==> src/rtl/mem_port_arbiter.sv <==
// Two-requester memory port: instruction fetch and load/store share one
// single-ported memory, round-robin arbitrated, one access in flight at a time.
module mem_port_arbiter #(
  parameter int ADDR_W  = 8,
  parameter int DATA_W  = 16,
  parameter int MEM_LAT = 2
) (
  input  logic              clk,
  input  logic              reset,
  input  logic              if_req,
  input  logic [ADDR_W-1:0] if_addr,
  output logic              if_gnt,
  output logic              if_done,
  output logic [DATA_W-1:0] if_rdata,
  input  logic              ls_req,
  input  logic              ls_we,
  input  logic [ADDR_W-1:0] ls_addr,
  input  logic [DATA_W-1:0] ls_wdata,
  output logic              ls_gnt,
  output logic              ls_done,
  output logic [DATA_W-1:0] ls_rdata,
  output logic              mem_en,
  output logic              mem_we,
  output logic [ADDR_W-1:0] mem_addr,
  output logic [DATA_W-1:0] mem_wdata,
  input  logic [DATA_W-1:0] mem_rdata,
  output logic              busy
);
  typedef enum logic [1:0] {IDLE, ISSUE, WAIT, DONE} state_t;

  localparam logic [2:0] CNT_INIT = 3'(MEM_LAT - 1);

  state_t     state, state_nxt;
  logic       owner_ls, last_ls, we_q;
  logic       grant, pick_ls;
  logic [2:0] cnt;

  // Grant is combinational in IDLE so it lands in the request's own cycle;
  // gated by reset so nothing is accepted while reset is held.
  assign grant   = reset && (state == IDLE) && (if_req || ls_req);
  assign pick_ls = ls_req && !(if_req && last_ls);

  always_ff @(posedge clk) begin
    if (!reset) state <= IDLE;
    else        state <= state_nxt;
  end

  always_comb begin
    state_nxt = state;
    case (state)
      IDLE:    if (grant) state_nxt = ISSUE;
      ISSUE:   state_nxt = WAIT;
      WAIT:    if (cnt == 3'd0) state_nxt = DONE;
      DONE:    state_nxt = IDLE;
      default: state_nxt = IDLE;
    endcase
  end

  always_comb begin
    if_gnt  = grant && !pick_ls;
    ls_gnt  = grant && pick_ls;
    mem_en  = (state == ISSUE);
    mem_we  = (state == ISSUE) && we_q;
    if_done = (state == DONE) && !owner_ls;
    ls_done = (state == DONE) && owner_ls;
    busy    = (state != IDLE);
  end

  // Request fields are latched at grant so later input changes cannot
  // disturb the access in flight.
  always_ff @(posedge clk) begin
    if (!reset) begin
      owner_ls  <= 1'b0;
      last_ls   <= 1'b0;
      we_q      <= 1'b0;
      cnt       <= 3'd0;
      mem_addr  <= '0;
      mem_wdata <= '0;
      if_rdata  <= '0;
      ls_rdata  <= '0;
    end else begin
      case (state)
        IDLE: if (grant) begin
          owner_ls  <= pick_ls;
          last_ls   <= pick_ls;
          we_q      <= pick_ls && ls_we;
          mem_addr  <= pick_ls ? ls_addr : if_addr;
          mem_wdata <= pick_ls ? ls_wdata : '0;
        end
        ISSUE: cnt <= CNT_INIT;
        WAIT: begin
          if (cnt == 3'd0) begin
            if (owner_ls) begin
              if (!we_q) ls_rdata <= mem_rdata;
            end else begin
              if_rdata <= mem_rdata;
            end
          end else begin
            cnt <= cnt - 3'd1;
          end
        end
        default: ;
      endcase
    end
  end
endmodule
==> config.mk <==
export PLATFORM = sky130hd
export DESIGN_NAME = mem_port_arbiter
export DESIGN_NICKNAME = d
export VERILOG_FILES = /design/src/rtl/mem_port_arbiter.sv
export SDC_FILE = /design/constraint.sdc
export NUM_CORES = 1
export LEC_CHECK = 0
export ABC_CLOCK_PERIOD_IN_PS = 2940
export CAP_MARGIN = 20
export CELL_PAD_IN_SITES_DETAIL_PLACEMENT = 1
export CELL_PAD_IN_SITES_GLOBAL_PLACEMENT = 1
export CORE_UTILIZATION = 33
export CTS_CLUSTER_SIZE = 25
export DETAILED_ROUTE_END_ITERATION = 16
export MAX_ROUTING_LAYER = met4
export PLACE_DENSITY = 0.92
export SLEW_MARGIN = 0
export SYNTH_ARGS = -nofsm -noshare
export SYNTH_HDL_FRONTEND = slang
export SYNTH_SLANG_ARGS = --single-unit
==> constraint.sdc <==
create_clock -name clk -period 2.94 [get_ports clk]
set_clock_uncertainty 0.05 [all_clocks]
set_input_delay 0.294 -clock clk [delete_from_list [all_inputs] [get_ports clk]]
set_output_delay 0.294 -clock clk [all_outputs]
set_load 0.02 [all_outputs]
# == Word-level counts from Yosys, hierarchy flattened ==
# Index checks and enable logic that the tools add are counted.
# word_totals
register_bits,63
in_bits,53
output_inout_bits,63
elab_cells,47
# op_classes
add_sub_neg,1
n_eq_ne,6
muxes,7
n_bitwise,2
reduce_logical,23
# ops
op,count
2-to-1 mux 16 bit,1
logical AND 1 bit,10
2-to-1 mux 8 bit,1
case mux 2 bit (4 select lines),1
"inequality test 2 bit, second input constant",3
case mux 3 bit (2 select lines),1
AND reduction 2 bit,3
"equality test 2 bit, second input constant",2
2-to-1 mux 2 bit,2
AND reduction 4 bit,1
nonzero test 2 bit,2
zero test 1 bit,3
zero test 3 bit,1
2-to-1 mux 3 bit,1
AND reduction 3 bit,1
"subtractor 3 x 1 -> 3 bit, second input constant",1
"equality test 2 x 1 -> 1 bit, second input constant",1
zero test 2 bit,1
inverter 1 bit,2
logical OR 1 bit,1

# == Depth between registers and ports, before layout ==
# Gate-level depths: netlist (run 1).
# depth
depth_word,5
ltp_mapped,8

# == Worst setup path before layout (run 1) ==
# No wires, ideal clock.
# synth_timing
path_type,flip-flop to flip-flop
start,register state[0]
end,register last_ls
setup_time_ps,116
arrival_ps,1487
required_time_ps,2774
setup_slack_ps,1287
path_stages_with_launch,8
n_path_buf,2
cell_sequence,dfxtp_1 -> inv_1 -> ha_1 -> and2_1 -> buf_6 -> buf_4 -> and2_4 -> a31o_2
# synth_between
elab_chain_cells,4
# synth_lines
item,line,text
from (decl),33,"state_t state, state_nxt;"
from (signal assigned),45,else state <= state_nxt;
zero test 2 bit *,"40, 82",
logical AND 1 bit (2 in a row),40,assign grant = reset && (state == IDLE) && (if_req || ls_req);
AND reduction 2 bit (no line) *,n/a,
to (signal assigned),85,last_ls <= pick_ls;
to (decl),34,"logic owner_ls, last_ls, we_q;"
# Mark *: on every way between the ends. The rest lies on a longest branch, timed or not.
# A chain may end at the register's enable or synchronous reset.

# == Worst setup path in the final report (run 1) ==
# layout_timing
start,register state[0]
end,output port ls_gnt
# layout_between
elab_chain_cells,4
# layout_lines
item,line,text
zero test 2 bit,40,
logical AND 1 bit (2 in a row),40,
logical AND 1 bit,61,ls_gnt = grant && pick_ls;
to (decl),19,"output logic ls_gnt,"
# No other way between the ends.

==> tab_implementation.tex, run 1 <==
\begin{tabular}{lr}
\hline
Metric & Value \\
\hline
\multicolumn{2}{l}{\textbf{Floorplanning}} \\
\quad Effective utilization at floorplan & 0.3455 \\
\quad Total die area & 0.008540 mm\^{}2 \\
\quad Std-Cell Core Area & a little under 0.008 mm\^{}2 \\
\quad Number of top-level pins & 116 \\
\quad Number of placement rows & 32 \\
\quad Overall die height & 92.41 um \\
\quad Overall die width & a little over 90 um \\
\multicolumn{2}{l}{\textbf{GRT}} \\
\quad Largest net degree at the start of global routing & 65 \\
\quad Global-route wire length before repair & approximately 12 mm \\
\quad Via count of the first global-routing pass & 2,565 \\
\quad Global-route total usage across every layer & 0.1911 \\
\quad Antenna violations before repair & 0 \\
\quad Leftover overflow at the end of global routing & 0 \\
\multicolumn{2}{l}{\textbf{Critical path}} \\
\quad Worst r2r dst & ls\_rdata[5] \\
\quad Max stage delay cell, worst path & clkdlybuf4s50\_1 \\
\quad Crit Path Category & reg -> out \\
\quad Slowest Stage Delay on Critical Path & 0.60 ns \\
\quad Critical Path Sink Type & primary output \\
\quad Data arrival time of the worst path & 2.04 ns \\
\quad Worst reg2reg path startpoint & cnt[0] \\
\quad Worst endpoint required time & 2.60 ns \\
\quad CP Launch Type & flip-flop \\
\quad Biggest fanout along the worst timing path & 5 \\
\quad Critical path cell sequence & inv\_1, ha\_1, and2\_1, and2\_4, clkdlybuf4s50\_1 \\
\quad Minimum setup slack among reg-to-reg paths & 0.97 ns \\
\quad Depth of the most critical reg-to-reg path & 6 \\
\multicolumn{2}{l}{\textbf{Yosys}} \\
\quad Number of instances in the synthesized netlist & 285 \\
\quad Sequential area share after synthesis & 0.4675 \\
\quad Cell area after synthesis & 0.002698 mm\^{}2 \\
\quad EDFF count, synth & 0 \\
\quad Post-Syn Nets & 345 \\
\quad Prevailing post-synth register cell & dfxtp\_1 \\
\quad Fraction of synthesis flops using an asynchronous set or reset pin & 0 \\
\quad Count of synthesis-stage warnings from yosys & 0 \\
\quad \#FFs+latches synth & 63 \\
\quad Post-synthesis area per instance & 9.465 um\^{}2 \\
\quad Number of distinct standard cells referenced by the synthesized netlist & 33 \\
\multicolumn{2}{l}{\textbf{Job}} \\
\quad Maximum capacitance violations & 0 \\
\multicolumn{2}{l}{\textbf{Cells and area}} \\
\quad Leading cell type in the layout, fill and taps excluded & clkdlybuf4s50\_1 \\
\quad Filler instances & between 800 and 900 \\
\quad Final Instance Count excl. Fillers & 498 \\
\quad Count of antenna diodes in the layout & 0 \\
\quad Post-layout instance area & 0.004029 mm\^{}2 \\
\quad Area growth syn-to-layout & 49.35\% \\
\quad Commonest cells after routing, fill and taps aside & 114 x clkdlybuf4s50\_1, 67 x nand2\_1, 63 x dfxtp\_1 \\
\quad Final-stage net count & 451 \\
\quad Fraction of final layout cells with drive strength greater than 1 & 0.06313 \\
\quad Fraction of the core area covered by cells at the end of the flow & 0.5160 \\
\multicolumn{2}{l}{\textbf{Placed design}} \\
\quad Total placed cells including tap cells & just under 500 \\
\quad Instance area after placement & 0.003852 mm\^{}2 \\
\quad Number of I/O port buffers & 115 \\
\quad Routability Congestion & 0.7116 \\
\quad DP HPWL & 5.471 mm \\
\multicolumn{2}{l}{\textbf{STA}} \\
\quad Total setup violations reported at the end of the flow & 0 \\
\quad Setup repair after global routing missed its margin & no \\
\quad Maximum clock frequency & 0.4196 GHz \\
\quad Shortest period the worst path allows & approximately 2.4 ns \\
\quad Worst Tran Pin Value & between 0.6 and 0.7 ns \\
\quad Final clock period utilization by the worst path & 0.8106 \\
\quad Final Hold Vio Count & 0 \\
\quad Worst slew margin & 0.5462 \\
\quad Final slew viol count & 0 \\
\quad Sum of negative setup slack & 0 ns \\
\multicolumn{2}{l}{\textbf{Drt}} \\
\quad Per-cell via count in the routed design & 5.046 \\
\quad Overall routed net length & 7.773 mm \\
\quad Drt pass-1 iters & 4 \\
\quad First-iteration detailed-routing DRC count & 46 \\
\quad WL/cell & around 16 um \\
\quad Post-route antenna net violation count & 0 \\
\quad DRC viols & 0 \\
\quad Detailed-route via count & 2,513 \\
\multicolumn{2}{l}{\textbf{Power}} \\
\quad Sequential share of power & 0.396 \\
\quad Cell area power density & 640.6 mW/mm\^{}2 \\
\quad Fraction of power consumed by the clock network & 0.260 \\
\quad Sw Pwr & 0.8674 mW \\
\quad Leakage & 1.385 nW \\
\quad Power share of the combinational group & 0.344 \\
\quad Sw Share & 0.3361 \\
\quad Internal Power & 1.713 mW \\
\quad Peak supply drop & 0.3356 mV \\
\multicolumn{2}{l}{\textbf{Clock network}} \\
\quad Clock-pin slew of the registers on the worst-case setup and hold paths & 0.06 ns \\
\quad Post-CTS setup repair buffer count & 0 \\
\quad TritonCTS clock tree & built \\
\quad H-tree levels & 3 \\
\quad Clk buf depth & 2 \\
\quad Source-to-sink clock delay at the later pin of the worst-skew pair & roughly 0.33 ns \\
\quad Post-cts resize count & 0 \\
\quad Clock buffer count from CTS & 9 \\
\quad Total of hold buffers inserted after clock tree synthesis & 0 \\
\quad TritonCTS Sinks & 63 \\
\quad Root Buffer & clkbuf\_8 \\
\multicolumn{2}{l}{\textbf{Hold path}} \\
\quad Hold Path Stages & 2 \\
\quad Class of the most critical hold timing path & reg -> reg \\
\quad Launch instance of the worst min-delay path & if\_rdata[7] \\
\quad Terminating pin of the worst hold path & if\_rdata[7] \\
\multicolumn{2}{l}{\textbf{Status}} \\
\quad Status & finished, final reports clean \\
\hline
\end{tabular}
## kinds of logic (layout without fill, tap and decap cells)
group / count (synthesis) / in the layout / share of synthesized area
muxes: 1 / 1 / 0.003711
AOI/OAI and AO/OA: 76 / 76 / 0.2342
DFF: 63 / 63 / 0.4675
buffers and inverters: 30 / 141 / 0.06354
and+or+nand+nor: 108 / 108 / 0.1985
adders and majority gates: 7 / 7 / 0.03247
## cells in the mapped netlist, drive strengths merged, types with 3 or more instances
| cell | instances | area [um^2] |
|---|---|---|
| and2 | 5 | 33.78 |
| nor2b | 19 | 118.9 |
| ha | 7 | 87.58 |
| a32oi | 17 | 148.9 |
| dfxtp | 63 | 1261 |
| buf | 18 | 126.4 |
| nand2 | 67 | 251.5 |
| inv | 6 | 22.52 |
| o21a | 8 | 60.06 |
| clkbuf | 6 | 22.52 |
| nor3b | 8 | 60.06 |
| a21boi | 35 | 274.0 |
| a32o | 8 | 80.08 |
| o21ai | 3 | 15.01 |
## layer usage
metal,track usage,vias up,part of all wire
met5,-,-,0
met2,0.3160,101,0.46
li1,-,1194,-
met3,0.04762,8,0.065
met4,0.06641,0,0.013
met1,0.2257,1210,0.46
## area by class of cell
| type | instances | area, um^2 | share of cell area |
|---|---|---|---|
| Timing Repair Buffer | 119 | 1176 | 0.2919 |
| Clock inverter | 3 | 17.52 | 0.004348 |
| Tap cell | 102 | 127.6 | 0.03168 |
| Sequential cell | 63 | 1261 | 0.3130 |
| Inverter | 6 | 22.52 | 0.005590 |
| Multi-Input combinational cell | 192 | 1265 | 0.3140 |
| Clock buffer | 13 | 158.9 | 0.03944 |
## power by group through the flow
stage	clock [mW]	sequential (mW)	combinational, mW
2_1_floorplan	0	1.11	0.481
3_3_place_gp	0	1.03	0.866
3_5_place_dp	0	1.04	0.898
4_1_cts	0.691	1.02	0.901
5_1_grt	0.728	1.03	0.973
6_report	0.670	1.02	0.888
## worst max-delay path, delay by kind of cell, from the launching register on
family        cells  cell delay [ns]
buf+inv           2             0.71
simple gates      2             0.36
flops             1             0.34
fa+ha+maj         1             0.31
## how the worst max path moves through the flow
stage	start	end	slack, ns	cells past startpoint
final	state[0]	ls_gnt	0.56	5
after detailed placement	ls_req	ls_gnt	0.62	4
after global routing	state[0]	ls_gnt	0.44	5
after global placement	ls_req	ls_gnt	0.66	4
after floorplan	state[0]	last_ls	1.29	7
after CTS	state[0]	ls_gnt	0.53	5
## per-stage QoR
step,hold WS [ns],power [mW],setup slack (ns)
2_1_floorplan,0.3789,1.593,1.287
4_1_cts,0.4156,2.616,0.5259
3_5_place_dp,0.4067,1.939,0.6214
5_1_grt,0.4410,2.736,0.4406
3_3_place_gp,0.3912,1.900,0.6595
6_report,0.4124,2.581,0.5567
## state kept, by name (all words and copies together) (netlist names)
| name | count |
|---|---|
| cnt | 3 |
| mem_wdata | 16 |
| state | 2 |
| last_ls | 1 |
| ls_rdata | 16 |
| we_q | 1 |
| if_rdata | 16 |
| mem_addr | 8 |
Note: power is estimated with default switching activity, not from simulation.
==> inputs of run 2 (changes only) <==
--- a/config.mk
+++ b/config.mk
@@ -5,15 +5,15 @@
 export SDC_FILE = /design/constraint.sdc
 export NUM_CORES = 1
 export LEC_CHECK = 0
-export ABC_CLOCK_PERIOD_IN_PS = 2940
+export ABC_CLOCK_PERIOD_IN_PS = 2200
 export CAP_MARGIN = 20
 export CELL_PAD_IN_SITES_DETAIL_PLACEMENT = 1
 export CELL_PAD_IN_SITES_GLOBAL_PLACEMENT = 1
-export CORE_UTILIZATION = 33
+export CORE_UTILIZATION = 31
 export CTS_CLUSTER_SIZE = 25
 export DETAILED_ROUTE_END_ITERATION = 16
 export MAX_ROUTING_LAYER = met4
-export PLACE_DENSITY = 0.92
+export PLACE_DENSITY = 0.87
 export SLEW_MARGIN = 0
 export SYNTH_ARGS = -nofsm -noshare
 export SYNTH_HDL_FRONTEND = slang
==> constraint.sdc (replaced) <==
create_clock -name clk -period 2.2 [get_ports clk]
set_clock_uncertainty 0.05 [all_clocks]
set_input_delay 0.22 -clock clk [delete_from_list [all_inputs] [get_ports clk]]
set_output_delay 0.22 -clock clk [all_outputs]
set_load 0.02 [all_outputs]
==> tab_implementation.tex, run 2 (same netlist as run 1, synthesis figures left out) <==
\begin{tabular}{lr}
\hline
Metric & Value \\
\hline
\multicolumn{2}{l}{\textbf{Status}} \\
\quad Status & finished, final reports clean \\
\multicolumn{2}{l}{\textbf{Floorplanning}} \\
\quad Number of placement rows & 33 (+3.1\%) \\
\quad Total die area & 0.009079 mm\^{}2 (+6.3\%) \\
\quad Number of top-level pins & 116 (unchanged) \\
\quad Std-Cell Core Area & 0.008299 mm\^{}2 (+6.3\%) \\
\quad Overall die width & 95.29 um (+3.1\%) \\
\quad Effective utilization at floorplan & 0.3250 (-0.02047) \\
\quad Overall die height & 95.29 um (+3.1\%) \\
\multicolumn{2}{l}{\textbf{GRT}} \\
\quad Largest net degree at the start of global routing & 62 (-4.6\%) \\
\quad Global-route total usage across every layer & 0.1882 (-0.002883) \\
\quad Antenna violations before repair & 0 (unchanged) \\
\quad Global-route wire length before repair & 12.56 mm (+0.61\%) \\
\quad Via count of the first global-routing pass & 2,567 (+0.078\%) \\
\quad Leftover overflow at the end of global routing & 0 (unchanged) \\
\multicolumn{2}{l}{\textbf{STA}} \\
\quad Total setup violations reported at the end of the flow & 0 (unchanged) \\
\quad Final Hold Vio Count & 0 (unchanged) \\
\quad Worst slew margin & 0.5778 (+0.03157) \\
\quad Final clock period utilization by the worst path & 0.9092 \\
\quad Shortest period the worst path allows & 2.000 ns \\
\quad Final slew viol count & 0 (unchanged) \\
\quad Maximum clock frequency & between 0.4 and 0.5 GHz \\
\quad Setup repair after global routing missed its margin & no \\
\quad Sum of negative setup slack & 0 ns (unchanged) \\
\quad Worst Tran Pin Value & 0.6334 ns (-0.04685 ns) \\
\multicolumn{2}{l}{\textbf{Critical path}} \\
\quad Worst endpoint required time & 1.93 ns (-0.67 ns) \\
\quad Critical path cell sequence & inv\_1, ha\_1, and2\_1, clkdlybuf4s50\_1 \\
\quad Critical Path Sink Type & primary output \\
\quad Minimum setup slack among reg-to-reg paths & 0.36 ns (-0.61 ns) \\
\quad Crit Path Category & reg -> out \\
\quad Max stage delay cell, worst path & clkdlybuf4s50\_1 \\
\quad CP Launch Type & flip-flop \\
\quad Data arrival time of the worst path & 1.73 ns (-0.31 ns) \\
\quad Biggest fanout along the worst timing path & 4 (-1) \\
\quad Slowest Stage Delay on Critical Path & 0.53 ns (-0.07 ns) \\
\multicolumn{2}{l}{\textbf{Clock network}} \\
\quad Root Buffer & clkbuf\_8 \\
\quad Clock-pin slew of the registers on the worst-case setup and hold paths & 0.07 ns (about the same) \\
\quad TritonCTS Sinks & 63 (unchanged) \\
\quad H-tree levels & 3 (unchanged) \\
\quad TritonCTS clock tree & built \\
\quad Clk buf depth & 2 (unchanged) \\
\quad Clock buffer count from CTS & 9 (unchanged) \\
\quad Total of hold buffers inserted after clock tree synthesis & 0 (unchanged) \\
\quad Source-to-sink clock delay at the later pin of the worst-skew pair & 0.33 ns (about the same) \\
\quad Post-CTS setup repair buffer count & 0 (unchanged) \\
\multicolumn{2}{l}{\textbf{Cells and area}} \\
\quad Leading cell type in the layout, fill and taps excluded & clkdlybuf4s50\_1 \\
\quad Fraction of the core area covered by cells at the end of the flow & 0.4939 (-0.02213) \\
\quad Filler instances & 941 (+5.4\%) \\
\quad Commonest cells after routing, fill and taps aside & 112 x clkdlybuf4s50\_1, 67 x nand2\_1, 63 x dfxtp\_1 \\
\quad Final-stage net count & 453 (+0.44\%) \\
\quad Area growth syn-to-layout & 51.95\% \\
\quad Largest registers in the final layout & if\_rdata x16, ls\_rdata x16, mem\_wdata x16 \\
\quad Post-layout instance area & 0.004099 mm\^{}2 (+1.7\%) \\
\quad Count of antenna diodes in the layout & 0 (unchanged) \\
\quad Fraction of final layout cells with drive strength greater than 1 & 0.07035 (+0.007220) \\
\multicolumn{2}{l}{\textbf{Power}} \\
\quad Leakage & 1.439 nW (+3.9\%) \\
\quad Post-layout total power & 3.707 mW (+44\%) \\
\quad Peak supply drop & 0.5708 mV (+70\%) \\
\quad Cell area power density & 904.3 mW/mm\^{}2 (+41\%) \\
\multicolumn{2}{l}{\textbf{Hold path}} \\
\quad Class of the most critical hold timing path & in -> reg \\
\multicolumn{2}{l}{\textbf{Drt}} \\
\quad Detailed-route via count & 2,481 (-1.3\%) \\
\quad WL/cell & 15.89 um (+1.8\%) \\
\quad Drt pass-1 iters & 4 (unchanged) \\
\quad Per-cell via count in the routed design & 4.932 (-2.3\%) \\
\quad DRC viols & 0 (unchanged) \\
\quad Overall routed net length & 7.993 mm (+2.8\%) \\
\quad First-iteration detailed-routing DRC count & 37 (-20\%) \\
\quad Post-route antenna net violation count & 0 (unchanged) \\
\multicolumn{2}{l}{\textbf{Placed design}} \\
\quad Number of I/O port buffers & 115 (unchanged) \\
\quad DP HPWL & 5.636 mm (+3.0\%) \\
\quad Instance area after placement & 0.003871 mm\^{}2 (+0.49\%) \\
\quad Routability Congestion & 0.7416 (+4.2\%) \\
\multicolumn{2}{l}{\textbf{Job}} \\
\quad Maximum capacitance violations & 0 (unchanged) \\
\hline
\end{tabular}
[run 2: cell count changes in the layout (fill, tap and decap cells not counted), sizes merged]
cell           before  now
buf                 5    7
bufinv              0    2
clkdlybuf4s50     114  112
clkinv              2    1
clkinvlp            1    0
dlygate4sd2         0    1
dlymetal6s2s        0    1
[run 2: worst paths after layout]
check	startpoint	endpoint	cells after the start
min reg2reg	ls_rdata[11]	ls_rdata[11]	2
min	reset	mem_addr[1]	2
max reg2reg	cnt[0]	if_rdata[11]	6
max	state[1]	mem_we	4
[run 2: cell type report]
| cell class | count | area [um^2] | area share |
|---|---|---|---|
| tap | 105 | 131.4 | 0.03205 |
| clock inverter | 3 | 65.06 | 0.01587 |
| clock buffer | 13 | 158.9 | 0.03877 |
| inverter | 6 | 22.52 | 0.005495 |
| multi-input combinational | 192 | 1267 | 0.3092 |
| sequential | 63 | 1261 | 0.3077 |
| timing repair buffer | 121 | 1192 | 0.2909 |
[run 2: layer usage]
metal,vias up,wire [um],GRT usage
li1,1196,-,-
met1,1172,3432,0.2143
met2,103,3793,0.3125
met3,10,660,0.05981
met4,0,106,0.06061
met5,-,0,-
[run 2: metrics by stage]
stage	hold slack [ns]	instances	worst slack, ns
final	0.1421	503	0.1997
after floorplan	0.3049	285	0.5472
after detailed placement	0.4078	487	0.1871
after CTS	0.1166	503	0.04100
after global placement	0.3962	487	0.2162
after global routing	0.1375	503	0.08960
[run 2: power by group]
part	internal (mW)	total, mW	switching [mW]
clock network	0.700	1.14	0.438
logic	0.554	1.20	0.648
registers	1.27	1.37	0.0922
total	2.53	3.71	1.18
[run 2: critical path, delay by kind of cell, from the launching register on]
family / cells / cell delay (ns)
buf+inv: 2 / 0.63
flops: 1 / 0.38
simple gates: 1 / 0.16
fa+ha+maj: 1 / 0.22
[run 2: what timing repair did]
item,4_1_cts,5_1_grt
endpoints found under the hold margin,0,0
endpoints found under the setup margin,2,1
gates resized for setup,2,1
==> inputs of run 3 (changes only) <==
--- a/config.mk
+++ b/config.mk
@@ -10,8 +10,9 @@
 export CELL_PAD_IN_SITES_DETAIL_PLACEMENT = 1
 export CELL_PAD_IN_SITES_GLOBAL_PLACEMENT = 1
 export CORE_UTILIZATION = 31
-export CTS_CLUSTER_SIZE = 25
+export CTS_CLUSTER_SIZE = 10
 export DETAILED_ROUTE_END_ITERATION = 16
+export GPL_ROUTABILITY_DRIVEN = 0
 export MAX_ROUTING_LAYER = met4
 export PLACE_DENSITY = 0.87
 export SLEW_MARGIN = 0
==> results of run 3 <==
No change in the layout: final DEF, timing and power equal those of run 2.
